`config.mk`:
```
export PLATFORM = sky130hd
export DESIGN_NAME = rx_redundancy_filter
export DESIGN_NICKNAME = d
export VERILOG_FILES = /design/src/rtl/rx_pkg.sv /design/src/rtl/sat_counter.sv /design/src/rtl/rx_redundancy_filter.sv
export SDC_FILE = /design/constraint.sdc
export NUM_CORES = 1
export LEC_CHECK = 0
export CAP_MARGIN = 20
export CORE_ASPECT_RATIO = 1.4
export CORE_MARGIN = 5
export CORE_UTILIZATION = 32
export CTS_BUF_LIST = sky130_fd_sc_hd__clkbuf_8 sky130_fd_sc_hd__clkbuf_16
export CTS_CLUSTER_DIAMETER = 30
export CTS_CLUSTER_SIZE = 8
export DETAILED_ROUTE_END_ITERATION = 10
export PLACE_DENSITY_LB_ADDON = 0.2
export RECOVER_POWER = 25
export SYNTH_ARGS = -nofsm -noshare
export SYNTH_HDL_FRONTEND = slang
export SYNTH_HIERARCHICAL = 1
export SYNTH_SLANG_ARGS = --single-unit
export TNS_END_PERCENT = 1
```
`constraint.sdc`:
```
create_clock -name clk -period 13.81 [get_ports clk]
set_input_delay 2.762 -clock clk [delete_from_list [all_inputs] [get_ports clk]]
set_output_delay 2.762 -clock clk [all_outputs]
set_load 0.03 [all_outputs]
```
`src/rtl/rx_pkg.sv`:
```
// ============================================================================
// Module : rx_pkg
// Brief  : Shared types and constants for the RX redundancy filter. The
//          redundancy / segment_num_max decode constants match the TX side.
// Rev    : 1.0  initial release
// ============================================================================
`default_nettype none

package rx_pkg;

  // Default widths.
  localparam int SEQ_W_DEF = 16;
  localparam int SEG_W_DEF = 16;
  localparam int CNT_W_DEF = 32;

  // Tracking state machine encoding.
  typedef enum logic [0:0] {
    IDLE  = 1'b0,
    TRACK = 1'b1
  } rxf_state_e;

  // A programmed value of zero means "one" for both redundancy and
  // segment_num_max; these are the values substituted for zero.
  localparam logic [7:0] c_red_zero_as = 8'd1;
  localparam int         c_seg_zero_as = 1;

  // Effective copies-per-segment (zero decodes to one).
  function automatic logic [7:0] eff_redundancy(input logic [7:0] red);
    return (red == 8'd0) ? c_red_zero_as : red;
  endfunction

endpackage : rx_pkg

`default_nettype wire

```
`src/rtl/sat_counter.sv`:
```
// ============================================================================
// Module : sat_counter
// Brief  : Saturating accumulator. Adds add_val_i when add_en_i is high,
//          holds at all-ones instead of wrapping; clr_i zeroes it.
// Rev    : 1.0  initial release
// ============================================================================
`default_nettype none

module sat_counter #(
  parameter int CNT_W = 32,
  parameter int ADD_W = 1
) (
  input  logic             clk,
  input  logic             rst,
  input  logic             clr_i,
  input  logic             add_en_i,
  input  logic [ADD_W-1:0] add_val_i,
  output logic [CNT_W-1:0] cnt_o
);

  // One spare bit above the wider operand so the carry out is never lost.
  localparam int SUM_W = ((CNT_W > ADD_W) ? CNT_W : ADD_W) + 1;

  logic [CNT_W-1:0] cnt_q;
  logic [CNT_W-1:0] cnt_d;
  logic [SUM_W-1:0] w_sum;

  // Widened sum; any bit above CNT_W means the result does not fit.
  always_comb begin
    w_sum = SUM_W'(cnt_q) + SUM_W'(add_val_i);
    if (|w_sum[SUM_W-1:CNT_W]) begin
      cnt_d = '1;
    end else begin
      cnt_d = w_sum[CNT_W-1:0];
    end
  end

  // Counter register: clear has priority over accumulation.
  always_ff @(posedge clk or posedge rst) begin
    if (rst) begin
      cnt_q <= '0;
    end else if (clr_i) begin
      cnt_q <= '0;
    end else if (add_en_i) begin
      cnt_q <= cnt_d;
    end
  end

  assign cnt_o = cnt_q;

endmodule : sat_counter

`default_nettype wire

```
`src/rtl/rx_redundancy_filter.sv`:
```
// ============================================================================
// Module : rx_redundancy_filter
// Brief  : Accepts the first good copy of each (seq, seg), drops redundant
//          and late/malformed frames, and keeps loss/duplicate statistics.
//          Optional macro RXF_STATS_CLEAR_EN adds a stats_clear input.
// Rev    : 1.0  initial release
// ============================================================================
`default_nettype none

module rx_redundancy_filter
  import rx_pkg::*;
#(
  parameter int SEQ_W = SEQ_W_DEF,
  parameter int SEG_W = SEG_W_DEF,
  parameter int CNT_W = CNT_W_DEF
) (
  input  logic             clk,
  input  logic             rst,
`ifdef RXF_STATS_CLEAR_EN
  input  logic             stats_clear,
`endif
  input  logic [7:0]       redundancy,
  input  logic [SEG_W-1:0] segment_num_max,
  input  logic             hdr_valid,
  input  logic [SEQ_W-1:0] hdr_seq,
  input  logic [SEG_W-1:0] hdr_seg,
  input  logic             hdr_crc_ok,
  output logic             accept,
  output logic             drop_dup,
  output logic             drop_late,
  output logic [CNT_W-1:0] unique_cnt,
  output logic [CNT_W-1:0] dup_cnt,
  output logic [CNT_W-1:0] late_cnt,
  output logic [CNT_W-1:0] crc_err_cnt,
  output logic [CNT_W-1:0] lost_seg_cnt,
  output logic [CNT_W-1:0] lost_pkt_cnt
);

  rxf_state_e       state_q, state_d;
  logic [SEQ_W-1:0] cur_seq_q;
  logic [SEG_W-1:0] last_seg_q;
  logic [SEG_W-1:0] seg_rcvd_q;
  logic [SEG_W-1:0] cfg_seg_max_q;
  logic             accept_q, drop_dup_q, drop_late_q;

  logic             w_clear;
  logic [SEG_W-1:0] w_seg_max_eff;
  logic [SEQ_W-1:0] w_dist;
  logic             w_crc_err, w_malformed, w_ok;
  logic             w_accept, w_dup, w_late, w_latch, w_seg_adv, w_new_seq;
  logic [SEG_W-1:0] w_lost_seg_add;
  logic [SEQ_W-1:0] w_lost_pkt_add;
  logic             w_unused;

`ifdef RXF_STATS_CLEAR_EN
  assign w_clear = stats_clear;
`else
  assign w_clear = 1'b0;
`endif

  // Redundancy only bounds expected duplicates; every extra copy is still
  // counted, so it does not steer any logic here.
  assign w_unused = ^eff_redundancy(redundancy);

  assign w_seg_max_eff = (segment_num_max == '0) ? SEG_W'(c_seg_zero_as) : segment_num_max;
  assign w_dist        = hdr_seq - cur_seq_q;
  assign w_crc_err     = hdr_valid & ~hdr_crc_ok;
  assign w_malformed   = hdr_valid & hdr_crc_ok & (hdr_seg >= w_seg_max_eff);
  assign w_ok          = hdr_valid & hdr_crc_ok & ~w_malformed;

  // State register.
  always_ff @(posedge clk or posedge rst) begin
    if (rst) begin
      state_q <= IDLE;
    end else begin
      state_q <= state_d;
    end
  end

  // Next state: first good frame starts tracking; clear returns to IDLE.
  always_comb begin
    state_d = state_q;
    if (w_clear) begin
      state_d = IDLE;
    end else if (w_ok && (state_q == IDLE)) begin
      state_d = TRACK;
    end
  end

  // Event classification for the current header.
  always_comb begin
    w_accept       = 1'b0;
    w_dup          = 1'b0;
    w_late         = 1'b0;
    w_latch        = 1'b0;
    w_seg_adv      = 1'b0;
    w_new_seq      = 1'b0;
    w_lost_seg_add = '0;
    w_lost_pkt_add = '0;
    if (w_malformed) begin
      w_late = 1'b1;
    end else if (w_ok) begin
      if (state_q == IDLE) begin
        w_accept = 1'b1;
        w_latch  = 1'b1;
      end else if (w_dist == '0) begin
        if (hdr_seg == last_seg_q) begin
          w_dup = 1'b1;
        end else begin
          w_accept  = 1'b1;
          w_seg_adv = 1'b1;
        end
      end else if (!w_dist[SEQ_W-1]) begin
        // Forward jump: close out the previous sequence's losses.
        w_accept       = 1'b1;
        w_latch        = 1'b1;
        w_new_seq      = 1'b1;
        w_lost_seg_add = (seg_rcvd_q >= cfg_seg_max_q) ? '0 : (cfg_seg_max_q - seg_rcvd_q);
        w_lost_pkt_add = w_dist - SEQ_W'(1);
      end else begin
        w_late = 1'b1;
      end
    end
  end

  // Registered one-cycle event pulses.
  always_ff @(posedge clk or posedge rst) begin
    if (rst) begin
      accept_q    <= 1'b0;
      drop_dup_q  <= 1'b0;
      drop_late_q <= 1'b0;
    end else begin
      accept_q    <= w_accept;
      drop_dup_q  <= w_dup;
      drop_late_q <= w_late;
    end
  end

  // Tracking context: re-latched on each new sequence, advanced per segment.
  always_ff @(posedge clk or posedge rst) begin
    if (rst) begin
      cur_seq_q     <= '0;
      last_seg_q    <= '0;
      seg_rcvd_q    <= '0;
      cfg_seg_max_q <= SEG_W'(1);
    end else if (w_latch) begin
      cur_seq_q     <= hdr_seq;
      last_seg_q    <= hdr_seg;
      seg_rcvd_q    <= SEG_W'(1);
      cfg_seg_max_q <= w_seg_max_eff;
    end else if (w_seg_adv) begin
      last_seg_q <= hdr_seg;
      if (seg_rcvd_q < cfg_seg_max_q) begin
        seg_rcvd_q <= seg_rcvd_q + SEG_W'(1);
      end
    end
  end

  assign accept    = accept_q;
  assign drop_dup  = drop_dup_q;
  assign drop_late = drop_late_q;

  sat_counter #(.CNT_W(CNT_W), .ADD_W(1)) u_unique (
    .clk(clk), .rst(rst), .clr_i(w_clear), .add_en_i(w_accept),
    .add_val_i(1'b1), .cnt_o(unique_cnt));

  sat_counter #(.CNT_W(CNT_W), .ADD_W(1)) u_dup (
    .clk(clk), .rst(rst), .clr_i(w_clear), .add_en_i(w_dup),
    .add_val_i(1'b1), .cnt_o(dup_cnt));

  sat_counter #(.CNT_W(CNT_W), .ADD_W(1)) u_late (
    .clk(clk), .rst(rst), .clr_i(w_clear), .add_en_i(w_late),
    .add_val_i(1'b1), .cnt_o(late_cnt));

  sat_counter #(.CNT_W(CNT_W), .ADD_W(1)) u_crc (
    .clk(clk), .rst(rst), .clr_i(w_clear), .add_en_i(w_crc_err),
    .add_val_i(1'b1), .cnt_o(crc_err_cnt));

  sat_counter #(.CNT_W(CNT_W), .ADD_W(SEG_W)) u_lost_seg (
    .clk(clk), .rst(rst), .clr_i(w_clear), .add_en_i(w_new_seq),
    .add_val_i(w_lost_seg_add), .cnt_o(lost_seg_cnt));

  sat_counter #(.CNT_W(CNT_W), .ADD_W(SEQ_W)) u_lost_pkt (
    .clk(clk), .rst(rst), .clr_i(w_clear), .add_en_i(w_new_seq),
    .add_val_i(w_lost_pkt_add), .cnt_o(lost_pkt_cnt));

endmodule : rx_redundancy_filter

`default_nettype wire

```
==> summary.txt <==
Placed design
  • RePlAce Congestion: 0.850
  • IO Port Bufs: 246
  • Placed Cells incl. Taps: 2878
  • DP HPWL: 40.2 mm

Yosys
  • Main combinational cell family by area after synthesis: simple AND/OR/NAND/NOR gates
  • Post-synthesis mux area share: 0.0358
  • Number of flops mapped to enable cells by yosys: 0
  • Cell Area, Synth: 17900 um^2
  • Simple-gate share of the synthesized area: 0.255
  • Async SR Flop Fraction: 1.00
  • Synthesis-stage register bit count: 260
  • Post-Synth XOR/XNOR Area: 0.0371
  • Ys Warns: 6
  • Synth Area in Adders: 0.0665
  • Sequential share of the synthesized area: 0.363
  • Post-synthesis compound-gate area fraction: 0.195
  • Number of distinct library cells after synthesis: 92
  • Synthesized instance count: 1962
  • Top FF cell, synth: dfrtp_1
  • Syn avg cell area: 9.15 um^2

GRT
  • Congestion Overflow GR: 0
  • First-pass GRT wire length: 91.0 mm
  • Largest net degree at the start of global routing: 69
  • GRT Resource Usage Total: 0.179
  • Vias in the first global route: 16900
  • Initial antenna violation count: 0

Floorplan
  • DIE WIDTH: 210 um
  • Chip Height: 290 um
  • Die ar.: 61000 um^2
  • Starting Density: 0.324
  • Core area: 55400 um^2
  • # IOs: 255
  • Site row count: 102

STA
  • Worst slew margin: -0.260
  • Fin crit period: 8.78 ns
  • Final worst path period share: 0.636
  • Slew @ Worst Pin: 1.89 ns
  • Fin. Hold Viols: 0
  • Slew Limit Fails: 165
  • TNS Setup: 0 ns
  • RSZ-0062 raised after global routing: no
  • Setup Viol. Count Final: 0
  • Worst Clk Skew: 0.0170 ns
  • FMAX: 0.114 GHz

Clock tree
  • Clk sinks: 260
  • CTS max path bufs: 3
  • CTS Hold Bufs: 0
  • Clock Latency Late Sink: 0.60 ns
  • CTS Buf Count: 74
  • Clock transition at path regs: 0.04 ns
  • Clock root buffer: clkbuf_16
  • H-Tree Depth: 3
  • Post-CTS Setup Bufs: 0
  • CTS tree: built
  • Post-CTS Resized: 0

Routing
  • Via density: 5.48
  • DRC viols: 0
  • Wire length per cell: 18.7 um
  • Via count: 16500
  • Routed wire length: 56.2 mm
  • First-pass DRT Iterations: 7
  • Detail Route Antenna Nets: 0
  • DR iter-0 viols: 757

Finish
  • Most common cell after layout, fill and taps aside: dfrtp_1
  • Reg area: 6510 um^2
  • Multi-input logic area: 10600 um^2
  • FILL cells: 5449
  • Util after Layout: 0.429
  • Share of post-route cells with drive strength above 1: 0.131
  • P&R area growth vs syn: 32.5%
  • Most frequent cells in the layout: dfrtp_1, clkdlybuf4s50_1, nor2_1, a21oi_1, inv_1
  • Final cell count without fillers: 3014
  • Final #Nets: 2379
  • Antenna Cells: 0

Run status
  • Failing checks: max-capacitance violations, max-slew violations
  • Outcome: finished, violations left

Hold path
  • Hold_sp: cur_seq_q[4]$_DFFE_PP0N_
  • Type of the worst min-delay path: flip-flop to flip-flop

Setup path
  • Crit path DAT: 9.23 ns
  • Crit path kind: input pin to flip-flop
  • CP Capture Type: flip-flop
  • Critical Path RT: 14.26 ns
  • Max FO, Critical Path: 23
  • Critical R2R Launch: cur_seq_q[0]$_DFFE_PP0N_
  • Critical Path Start Type: input pin
  • Worst setup path start: hdr_seq[0]

Job
  • Max Cap Violations: 5

Power
  • Power density cells: 166 nW/um^2
  • Leak: 0.00989 uW
  • VDD IR max: 107 uV
cell type report:
class / instances / area share
Inverter: 111 / 0.0175
Clock buffer: 86 / 0.0853
Tap cell: 728 / 0.0383
Clock inverter: 50 / 0.0301
Multi-Input combinational cell: 1517 / 0.448
Timing Repair Buffer: 262 / 0.108
Sequential cell: 260 / 0.274
path summary, 6_finish.rpt:
kind,end,slack (ns),cells after the start
max,u_lost_seg/cnt_o[7]$_DFFE_PP0P_,5.03,25
max in group asynchronous,u_lost_seg/cnt_o[23]$_DFFE_PP0P_,8.92,4
max reg2reg,u_lost_seg/cnt_o[7]$_DFFE_PP0P_,7.36,23
min,cur_seq_q[4]$_DFFE_PP0N_,0.49,1
min in group asynchronous,u_lost_pkt/cnt_o[26]$_DFFE_PP0P_,3.22,3
min reg2reg,cur_seq_q[4]$_DFFE_PP0N_,0.49,1
kinds of logic after synthesis:
group	Yosys count
simple gates	791
compound gates	485
flops	260
buf+inv	197
fa+ha+maj	93
xor+xnor	76
mux	58
other cells	2
worst max-delay path: stages:
cell and delay, ns:
clkdlybuf4s50_1 0.48, inv_1 0.05, ha_1 0.21, fa_1 0.41, nor2b_1 0.21, o211ai_2 0.15, a21oi_1 0.41, a221o_1 0.26
a31oi_1 0.10, nor4_4 0.43, nand2_1 0.16, o21bai_1 0.17, buf_4 0.21, inv_2 0.20, nand2_2 0.30, nor2_1 0.12
ha_1 0.24, fa_1 0.41, a21o_1 0.22, a221oi_2 0.36, nor4b_2 0.14, nor3_4 0.26, a21o_1 0.43, and2_4 0.39
a211oi_2 0.12
stage by stage:
step	total power [uW]	setup slack, ns	hold WS (ns)	area [um^2]
3_5_place_dp	2080	4.47	0.479	21100
3_3_place_gp	2060	4.48	0.471	21100
2_1_floorplan	1810	6.06	0.458	18000
6_report	3950	5.03	0.490	23800
5_1_grt	4180	4.54	0.508	23800
4_1_cts	4010	5.08	0.490	23800
cells in the mapped netlist (14+ instances only):
library cell,number,area (um^2)
clkbuf_1,56,210
buf_2,14,70.1
xnor2_1,48,420
a311oi_1,19,166
mux2_1,16,180
dfrtp_1,259,6480
inv_1,110,413
a21o_1,28,210
nand4_1,71,444
a211oi_2,33,413
nor2_1,194,728
ha_1,89,1110
nand2_1,93,349
a41oi_1,16,140
nor3_1,90,450
a211oi_1,54,405
xor2_1,28,245
mux2_2,33,372
o22ai_1,14,87.6
a31oi_1,47,294
and4_1,45,394
and3_1,62,388
a21oi_1,125,626
nor4_1,21,131
nand3_1,66,330
and2_1,26,163
o21ai_0,41,205
sequential cells by signal, summed over array words and instances (netlist names):
register,flops
u_lost_pkt/cnt_o,32
cur_seq_q,16
u_late/cnt_o,32
last_seg_q,16
drop_dup,1
accept,1
cfg_seg_max_q,16
drop_late,1
u_dup/cnt_o,32
u_lost_seg/cnt_o,32
seg_rcvd_q,16
u_unique/cnt_o,32
state_q,1
u_crc/cnt_o,32
layer usage:
layer	vias up	share of wire	GRT usage
li1	7925	-	-
met1	8052	0.40	0.205
met2	434	0.51	0.314
met3	104	0.068	0.0522
met4	0	0.029	0.0697
met5	-	0	0
where the power goes:
| part | switching [uW] | internal, uW |
|---|---|---|
| Clock | 543 | 1330 |
| Combinational | 671 | 473 |
| Sequential | 72.3 | 863 |
Power figures use the tool's default switching activity.
